==> config.mk <==
export PLATFORM = sky130hd
export DESIGN_NAME = mem_port_arbiter_flat
export DESIGN_NICKNAME = d
export VERILOG_FILES = /design/src/rtl/mem_port_arbiter_if.sv /design/src/rtl/mem_port_arbiter.sv /design/src/flat_wrapper.sv
export SDC_FILE = /design/constraint.sdc
export NUM_CORES = 1
export LEC_CHECK = 0
export ABC_AREA = 1
export ABC_CLOCK_PERIOD_IN_PS = 4760
export BUFFER_PORTS_ARGS = -buffer_cell sky130_fd_sc_hd__buf_4
export CORE_AREA = 2 2 126 128
export CTS_BUF_LIST = sky130_fd_sc_hd__clkbuf_16
export DETAILED_ROUTE_END_ITERATION = 8
export DIE_AREA = 0 0 128 130
export PLACE_DENSITY = 0.57
export SKIP_LAST_GASP = 1
export SYNTH_ARGS = -nofsm -noshare
export SYNTH_HDL_FRONTEND = slang
export SYNTH_SLANG_ARGS = --single-unit
==> constraint.sdc <==
create_clock -name clk -period 4.76 [get_ports clk]
set_input_delay 0.952 -clock clk [delete_from_list [all_inputs] [get_ports clk]]
set_output_delay 0.952 -clock clk [all_outputs]
set_load 0.03 [all_outputs]
==> src/rtl/mem_port_arbiter_if.sv <==
`default_nettype none
// ============================================================================
// Module      : mem_port_arbiter_if
// Description : Bundle of the two requester ports, the shared response bus,
//               RAM port B and the statistics outputs of mem_port_arbiter.
//               slave  = arbiter side, master = requester/RAM environment.
// Revision    : 1.0 - initial release
// ============================================================================
interface mem_port_arbiter_if #(
    parameter int ADDR_W = 32,
    parameter int DATA_W = 32
);
    logic [1:0]        req_valid;
    logic [1:0]        req_ready;
    logic [ADDR_W-1:0] req_addr0;
    logic [ADDR_W-1:0] req_addr1;
    logic [3:0]        req_we0;
    logic [3:0]        req_we1;
    logic [DATA_W-1:0] req_wdata0;
    logic [DATA_W-1:0] req_wdata1;
    logic [1:0]        rsp_valid;
    logic [DATA_W-1:0] rsp_rdata;
    logic [ADDR_W-1:0] ram_addrB;
    logic [DATA_W-1:0] ram_dinB;
    logic [3:0]        ram_web;
    logic [DATA_W-1:0] ram_doutB;
    logic [15:0]       stat_grant0;
    logic [15:0]       stat_grant1;
    logic [15:0]       stat_conflict;

    modport slave (
        input  req_valid, req_addr0, req_addr1, req_we0, req_we1,
               req_wdata0, req_wdata1, ram_doutB,
        output req_ready, rsp_valid, rsp_rdata, ram_addrB, ram_dinB, ram_web,
               stat_grant0, stat_grant1, stat_conflict
    );

    modport master (
        output req_valid, req_addr0, req_addr1, req_we0, req_we1,
               req_wdata0, req_wdata1, ram_doutB,
        input  req_ready, rsp_valid, rsp_rdata, ram_addrB, ram_dinB, ram_web,
               stat_grant0, stat_grant1, stat_conflict
    );
endinterface
`default_nettype wire

==> src/rtl/mem_port_arbiter.sv <==
`default_nettype none
// ============================================================================
// Module      : mem_port_arbiter
// Description : Shares RAM data port B between the CPU load/store unit (port 0)
//               and the loader/debug master (port 1). Combinational grant,
//               one-cycle response routed back to the owning port.
//               RR_MODE=0: fixed priority to port 0 with MAX_BURST limit.
//               RR_MODE=1: round-robin.
//               Optional macro MEM_ARB_STATS_EN builds saturating grant and
//               conflict counters; otherwise stat_* are tied to zero.
// Revision    : 1.0 - initial release
// ============================================================================
module mem_port_arbiter #(
    parameter int ADDR_W    = 32,
    parameter int DATA_W    = 32,
    parameter int RR_MODE   = 0,
    parameter int MAX_BURST = 8
) (
    input  wire logic        clk,
    input  wire logic        reset,
    mem_port_arbiter_if.slave bus
);

    localparam logic [7:0] c_max_burst = 8'(MAX_BURST);

    logic [1:0] w_grant;
    logic       r_rr_ptr;       // port that wins the next conflict (round-robin)
    logic [7:0] r_burst_cnt;    // port-0 grants while port 1 waits (fixed priority)
    logic [1:0] r_rsp_owner;    // port accepted last cycle, one-hot
    logic       r_rsp_read;     // the accepted request was a read

    // Grant decision; nothing is granted while reset is high
    always_comb begin
        w_grant = 2'b00;
        if (!reset) begin
            case (bus.req_valid)
                2'b01:   w_grant = 2'b01;
                2'b10:   w_grant = 2'b10;
                2'b11: begin
                    if (RR_MODE != 0)
                        w_grant = r_rr_ptr ? 2'b10 : 2'b01;
                    else
                        w_grant = (r_burst_cnt == c_max_burst) ? 2'b10 : 2'b01;
                end
                default: w_grant = 2'b00;
            endcase
        end
    end

    // Grant implies valid, so ready never rises without a request
    assign bus.req_ready = w_grant;

    // Drive RAM port B from the granted request, idle read of word 0 otherwise
    always_comb begin
        bus.ram_addrB = '0;
        bus.ram_dinB  = '0;
        bus.ram_web   = 4'b0000;
        if (w_grant[0]) begin
            bus.ram_addrB = bus.req_addr0;
            bus.ram_dinB  = bus.req_wdata0;
            bus.ram_web   = bus.req_we0;
        end else if (w_grant[1]) begin
            bus.ram_addrB = bus.req_addr1;
            bus.ram_dinB  = bus.req_wdata1;
            bus.ram_web   = bus.req_we1;
        end
    end

    // Round-robin pointer: after a grant, the other port has priority
    always_ff @(posedge clk) begin
        if (reset)
            r_rr_ptr <= 1'b0;
        else if (w_grant[0])
            r_rr_ptr <= 1'b1;
        else if (w_grant[1])
            r_rr_ptr <= 1'b0;
    end

    // Burst counter bounds how long port 1 can be starved by port 0
    always_ff @(posedge clk) begin
        if (reset)
            r_burst_cnt <= 8'd0;
        else if (w_grant[1] || !bus.req_valid[1])
            r_burst_cnt <= 8'd0;
        else if (w_grant[0])
            r_burst_cnt <= r_burst_cnt + 8'd1;
    end

    // Remember owner and read/write of the accepted request for the response
    always_ff @(posedge clk) begin
        if (reset) begin
            r_rsp_owner <= 2'b00;
            r_rsp_read  <= 1'b0;
        end else begin
            r_rsp_owner <= w_grant;
            r_rsp_read  <= w_grant[0] ? (bus.req_we0 == 4'b0000)
                                      : (bus.req_we1 == 4'b0000);
        end
    end

    // Response is gated by reset so a request accepted just before reset is dropped
    assign bus.rsp_valid = reset ? 2'b00 : r_rsp_owner;
    assign bus.rsp_rdata = (!reset && (r_rsp_owner != 2'b00) && r_rsp_read)
                           ? bus.ram_doutB : '0;

`ifdef MEM_ARB_STATS_EN
    logic [15:0] r_stat_grant0;
    logic [15:0] r_stat_grant1;
    logic [15:0] r_stat_conflict;

    // Saturating activity counters
    always_ff @(posedge clk) begin
        if (reset) begin
            r_stat_grant0   <= 16'h0000;
            r_stat_grant1   <= 16'h0000;
            r_stat_conflict <= 16'h0000;
        end else begin
            if (w_grant[0] && (r_stat_grant0 != 16'hFFFF))
                r_stat_grant0 <= r_stat_grant0 + 16'd1;
            if (w_grant[1] && (r_stat_grant1 != 16'hFFFF))
                r_stat_grant1 <= r_stat_grant1 + 16'd1;
            if ((bus.req_valid == 2'b11) && (r_stat_conflict != 16'hFFFF))
                r_stat_conflict <= r_stat_conflict + 16'd1;
        end
    end

    assign bus.stat_grant0   = r_stat_grant0;
    assign bus.stat_grant1   = r_stat_grant1;
    assign bus.stat_conflict = r_stat_conflict;
`else
    assign bus.stat_grant0   = 16'h0000;
    assign bus.stat_grant1   = 16'h0000;
    assign bus.stat_conflict = 16'h0000;
`endif

endmodule
`default_nettype wire

==> src/flat_wrapper.sv <==
// flat-port wrapper written by rule: the top's interface ports become plain ports
module mem_port_arbiter_flat 
#(
    parameter int ADDR_W    = 32,
    parameter int DATA_W    = 32,
    parameter int RR_MODE   = 0,
    parameter int MAX_BURST = 8
)
  (clk, reset, bus_req_valid, bus_req_addr0, bus_req_addr1, bus_req_we0, bus_req_we1, bus_req_wdata0, bus_req_wdata1, bus_ram_doutB, bus_req_ready, bus_rsp_valid, bus_rsp_rdata, bus_ram_addrB, bus_ram_dinB, bus_ram_web, bus_stat_grant0, bus_stat_grant1, bus_stat_conflict);
  mem_port_arbiter_if #(.ADDR_W(ADDR_W), .DATA_W(DATA_W)) bus_i ();
  input  wire logic clk;
  input  wire logic reset;
  input wire logic [$bits(bus_i.req_valid)-1:0] bus_req_valid;
  input wire logic [$bits(bus_i.req_addr0)-1:0] bus_req_addr0;
  input wire logic [$bits(bus_i.req_addr1)-1:0] bus_req_addr1;
  input wire logic [$bits(bus_i.req_we0)-1:0] bus_req_we0;
  input wire logic [$bits(bus_i.req_we1)-1:0] bus_req_we1;
  input wire logic [$bits(bus_i.req_wdata0)-1:0] bus_req_wdata0;
  input wire logic [$bits(bus_i.req_wdata1)-1:0] bus_req_wdata1;
  input wire logic [$bits(bus_i.ram_doutB)-1:0] bus_ram_doutB;
  output wire logic [$bits(bus_i.req_ready)-1:0] bus_req_ready;
  output wire logic [$bits(bus_i.rsp_valid)-1:0] bus_rsp_valid;
  output wire logic [$bits(bus_i.rsp_rdata)-1:0] bus_rsp_rdata;
  output wire logic [$bits(bus_i.ram_addrB)-1:0] bus_ram_addrB;
  output wire logic [$bits(bus_i.ram_dinB)-1:0] bus_ram_dinB;
  output wire logic [$bits(bus_i.ram_web)-1:0] bus_ram_web;
  output wire logic [$bits(bus_i.stat_grant0)-1:0] bus_stat_grant0;
  output wire logic [$bits(bus_i.stat_grant1)-1:0] bus_stat_grant1;
  output wire logic [$bits(bus_i.stat_conflict)-1:0] bus_stat_conflict;
  assign bus_i.req_valid = bus_req_valid;
  assign bus_i.req_addr0 = bus_req_addr0;
  assign bus_i.req_addr1 = bus_req_addr1;
  assign bus_i.req_we0 = bus_req_we0;
  assign bus_i.req_we1 = bus_req_we1;
  assign bus_i.req_wdata0 = bus_req_wdata0;
  assign bus_i.req_wdata1 = bus_req_wdata1;
  assign bus_i.ram_doutB = bus_ram_doutB;
  assign bus_req_ready = bus_i.req_ready;
  assign bus_rsp_valid = bus_i.rsp_valid;
  assign bus_rsp_rdata = bus_i.rsp_rdata;
  assign bus_ram_addrB = bus_i.ram_addrB;
  assign bus_ram_dinB = bus_i.ram_dinB;
  assign bus_ram_web = bus_i.ram_web;
  assign bus_stat_grant0 = bus_i.stat_grant0;
  assign bus_stat_grant1 = bus_i.stat_grant1;
  assign bus_stat_conflict = bus_i.stat_conflict;
  mem_port_arbiter #(.ADDR_W(ADDR_W), .DATA_W(DATA_W), .RR_MODE(RR_MODE), .MAX_BURST(MAX_BURST)) u_core (.clk(clk), .reset(reset), .bus(bus_i));
endmodule
==> reports/qor.tcl <==
set qor(run_status) {complete, no violations}
set qor(layout_worst_path_cycle_share) 0.7795
set qor(cts_max_path_buffers) 2
set qor(worst_hold_path_type) {reg2reg}
set qor(startpoint_type) {register}
set qor(critical_path.reg2reg.endpoint) {u_core.r_rsp_owner[1]}
set qor(cts_inserted_buffers) 3
set qor(min-delay-start) {u_core.r_burst_cnt[0]}
set qor(synthFlopType) {sky130_fd_sc_hd__dfxtp_1}
set qor(rrSetupSlack_ns) 2.72
set qor(synthMostInstantiatedCell) {sky130_fd_sc_hd__nand4_1}
set qor(drt-vias-per-instance) 4.371
set qor(report.power.total_w) 0.0006706
set qor(port_buf_inserts) 275
set qor(yosysSeqAreaShare) 0.08902
set qor(data_required_critical_path_ns) 3.81
set qor(clock_latency_ns) 0.24
set qor(drt_iter0_markers) 146
set qor(num_antenna_cells) 0
set qor(multiInputGateArea_mm2) 0.001712
set qor(clockRootBuffer) {sky130_fd_sc_hd__clkbuf_16}
set qor(synth_top_area_cell) {sky130_fd_sc_hd__nand4_1}
set qor(ant_nets) 0
set qor(rsz_0062_raised_after_global_routing) {false}
set qor(totalNegativeSetupSlack_ns) 0
set qor(p_sw_frac) 0.4406
set qor(ff2ff_path_depth) 6
set qor(post_synth_mux_area_share) 0
set qor(finalHoldViolCount) 0
set qor(worstReg2RegStart) {u_core.r_burst_cnt[0]}
set qor(routabilityCongestion) 0.7633
set qor(p_seq_frac) 0.141
set qor(yosys.cell_types.count) 22
set qor(initial_utilization) 0.1604
set qor(post_cts_hold_buffer_count) 0
set qor(p_leak_nw) 2.640
set qor(total_routed_wirelength_um) 11640
set qor(yosys.area_share.xor_xnor) 0.01416
set qor(area.growth.synth_to_final_pct) 84.37
set qor(cp_max_fo) 46
set qor(setup_viol) 0
set qor(yosysTopAreaCellShare) 0.3515
set qor(ios) 324
set qor(drc_errors) 0
set qor(grt_pass1_wl_um) 16200
set qor(post-cts-setup-buffers) 0
set qor(synth_simple_gate_area_frac) 0.5812
set qor(design.core.area_mm2) 0.01542
set qor(share_of_cells_above_drive_strength_1) 0.4282
set qor(synth-compound-area-share) 0.005564
set qor(clock_skew_ns) 0.004822
set qor(syn-cell-area_mm2) 0.002474
set qor(synth-adder-area-share) 0.01012
set qor(timing_max_transition_violations_final) 0
set qor(worstHoldEndpoint) {u_core.r_burst_cnt[0]}
set qor(synth_enable_flop_cells) 0
set qor(drtPass1Iterations) 4
set qor(vdd_drop_max_mv) 0.07951
set qor(post_drt_wl_per_cell_um) 13.32
set qor(netlist_top_cells_area) {sky130_fd_sc_hd__nand4_1 (35%), sky130_fd_sc_hd__buf_4 (15%), sky130_fd_sc_hd__nand2_1 (12%), sky130_fd_sc_hd__dfxtp_1 (8.9%), sky130_fd_sc_hd__nor2_1 (8.2%)}
set qor(sequential_cell_area_um2) 220.2
set qor(max-slew-margin-rel) 0.1704
set qor(ys.warnings.count) 0
set qor(number_of_global_route_vias_before_repair) 3233
set qor(largest_family_of_logic_cells_by_synthesized_area) {simple AND/OR/NAND/NOR gates}
set qor(hpwl_um) 8796
set qor(power.net_switching_w) 0.0002955
set qor(pin_count_of_the_biggest_net_entering_global_routing) 72
set qor(antenna_found_initial) 0
set qor(clkSlewWorstSetupHoldPaths_ns) 0.05
set qor(placement_rows) 46
set qor(cell_internal_pwr_w) 0.0003751
set qor(setup.worst_path.class) {reg2out}
set qor(finalNetCount) 857
set qor(worstSetupEndpointType) {output pin}
set qor(die_area_mm2) 0.01664
set qor(cts_repair_resize_count) 0
set qor(number_of_standard_cells_after_synthesis) 444
set qor(hold_path_depth) 1
set qor(max_freq_mhz) 269.5
set qor(comb_power_share) 0.628
set qor(synth.avg_cell_area_um2) 5.571
set qor(asyncSetResetFlopFracSynth) 0
set qor(critPathArrivalTime_ns) 2.76
set qor(actual_slew_at_the_worst_max_slew_pin_ns) 1.240
set qor(via_count) 3820
set qor(yosys-top-cells-count) {sky130_fd_sc_hd__nand4_1 (139), sky130_fd_sc_hd__nand2_1 (80), sky130_fd_sc_hd__nor2_1 (54)}
set qor(cts_sinks) 11
set qor(number_of_storage_elements_in_the_synthesis_netlist) 11
set qor(die_h_um) 130
set qor(final.min_clock_period_ns) 3.710
set qor(power_frac_clock) 0.230
set qor(fillers) 1743
set qor(drv_cap) 0
set qor(grtUsageTotal) 0.1191
set qor(cts_tree) {done}
set qor(sum_of_overflow_across_all_layers_after_global_routing) 0
set qor(power_density_mw_per_mm2) 147.0
set qor(die_width_um) 128
set qor(htree_num_levels) 1
-- sequential cells by signal (all words and copies together), names as in the netlist --
signal              count
u_core.r_rsp_read       1
u_core.r_rsp_owner      2
u_core.r_burst_cnt      8
-- layout make-up --
cell class                 count  area share
clock buffer                   3     0.01646
sequential                    11     0.04829
clock inverter                 1    0.001097
inverter                      45     0.03759
multi-input combinational    339      0.3753
timing repair buffer         283      0.4686
tap                          192     0.05267
-- worst max-delay path, stage by stage (launching register included) --
cell and delay, ns:
sky130_fd_sc_hd__dfxtp_1 0.33, sky130_fd_sc_hd__inv_1 0.06, sky130_fd_sc_hd__ha_1 0.16, sky130_fd_sc_hd__nand3_1 0.13
sky130_fd_sc_hd__o21ai_4 0.98, sky130_fd_sc_hd__buf_4 0.43, sky130_fd_sc_hd__nand4_1 0.14, sky130_fd_sc_hd__nand2_1 0.11
sky130_fd_sc_hd__buf_4 0.16
-- placed cells by master (no fill, tap or decap), drive strengths merged --
master / instances
buf: 283
nand4: 140
nand2: 80
nor2: 55
conb: 48
inv: 45
dfxtp: 11
nand3: 5
clkbuf: 3
xor2: 2
xnor2: 2
ha: 2
o21ai: 2
nor3b: 1
and2: 1
nand3b: 1
clkinv: 1
-- power groups by stage --
| stage | sequential, W | combinational (W) | clock (W) |
|---|---|---|---|
| floorplan | 0.0000961 | 0.000258 | 0 |
| global placement | 0.0000963 | 0.000422 | 0 |
| detailed placement | 0.0000964 | 0.000422 | 0 |
| CTS | 0.0000947 | 0.000423 | 0.000158 |
| global route | 0.0000947 | 0.000451 | 0.000163 |
| finish | 0.0000947 | 0.000421 | 0.000154 |
-- routing by layer --
layer	track usage	vias up	part of all wire
li1	-	1922	-
met1	0.1495	1700	0.42
met2	0.2126	196	0.49
met3	0.02501	2	0.091
met4	0.02133	0	0.0058
met5	0	-	0
-- how the worst max path moves through the flow --
stage               slack [ns]           endpoint             startpoint  cells after the start
floorplan                 1.58  bus_rsp_rdata[10]                  reset                      4
global placement          1.12   bus_ram_dinB[16]       bus_req_valid[1]                      8
detailed placement        1.13   bus_ram_dinB[26]       bus_req_valid[1]                      8
CTS                       0.97   bus_ram_dinB[16]  u_core.r_burst_cnt[0]                      8
global route              0.78   bus_ram_dinB[16]  u_core.r_burst_cnt[0]                      8
finish                    1.05  bus_ram_addrB[16]  u_core.r_burst_cnt[0]                      8
-- cell families (layout without fill, tap and decap cells) --
logic type	count (synthesis)	after routing
simple gates	283	283
other cells	1	48
compound gates	2	2
buf+inv	141	332
xor+xnor	4	4
fa+ha+maj	2	2
flops	11	11
-- metrics by stage --
step | instance area (um2) | hold WS, ns | setup WS [ns] | util | instances
final | 4561 | 0.4639 | 1.050 | 0.2957 | 874
after global routing | 4561 | 0.4948 | 0.7816 | 0.2957 | 874
after CTS | 4561 | 0.4646 | 0.9702 | 0.2957 | 874
after detailed placement | 4481 | 0.4538 | 1.133 | 0.2905 | 870
after global placement | 4481 | 0.4482 | 1.116 | 0.2905 | 870
after floorplan | 2650 | 0.4297 | 1.575 | - | 491
No activity file was read; power rests on OpenSTA's default activity.
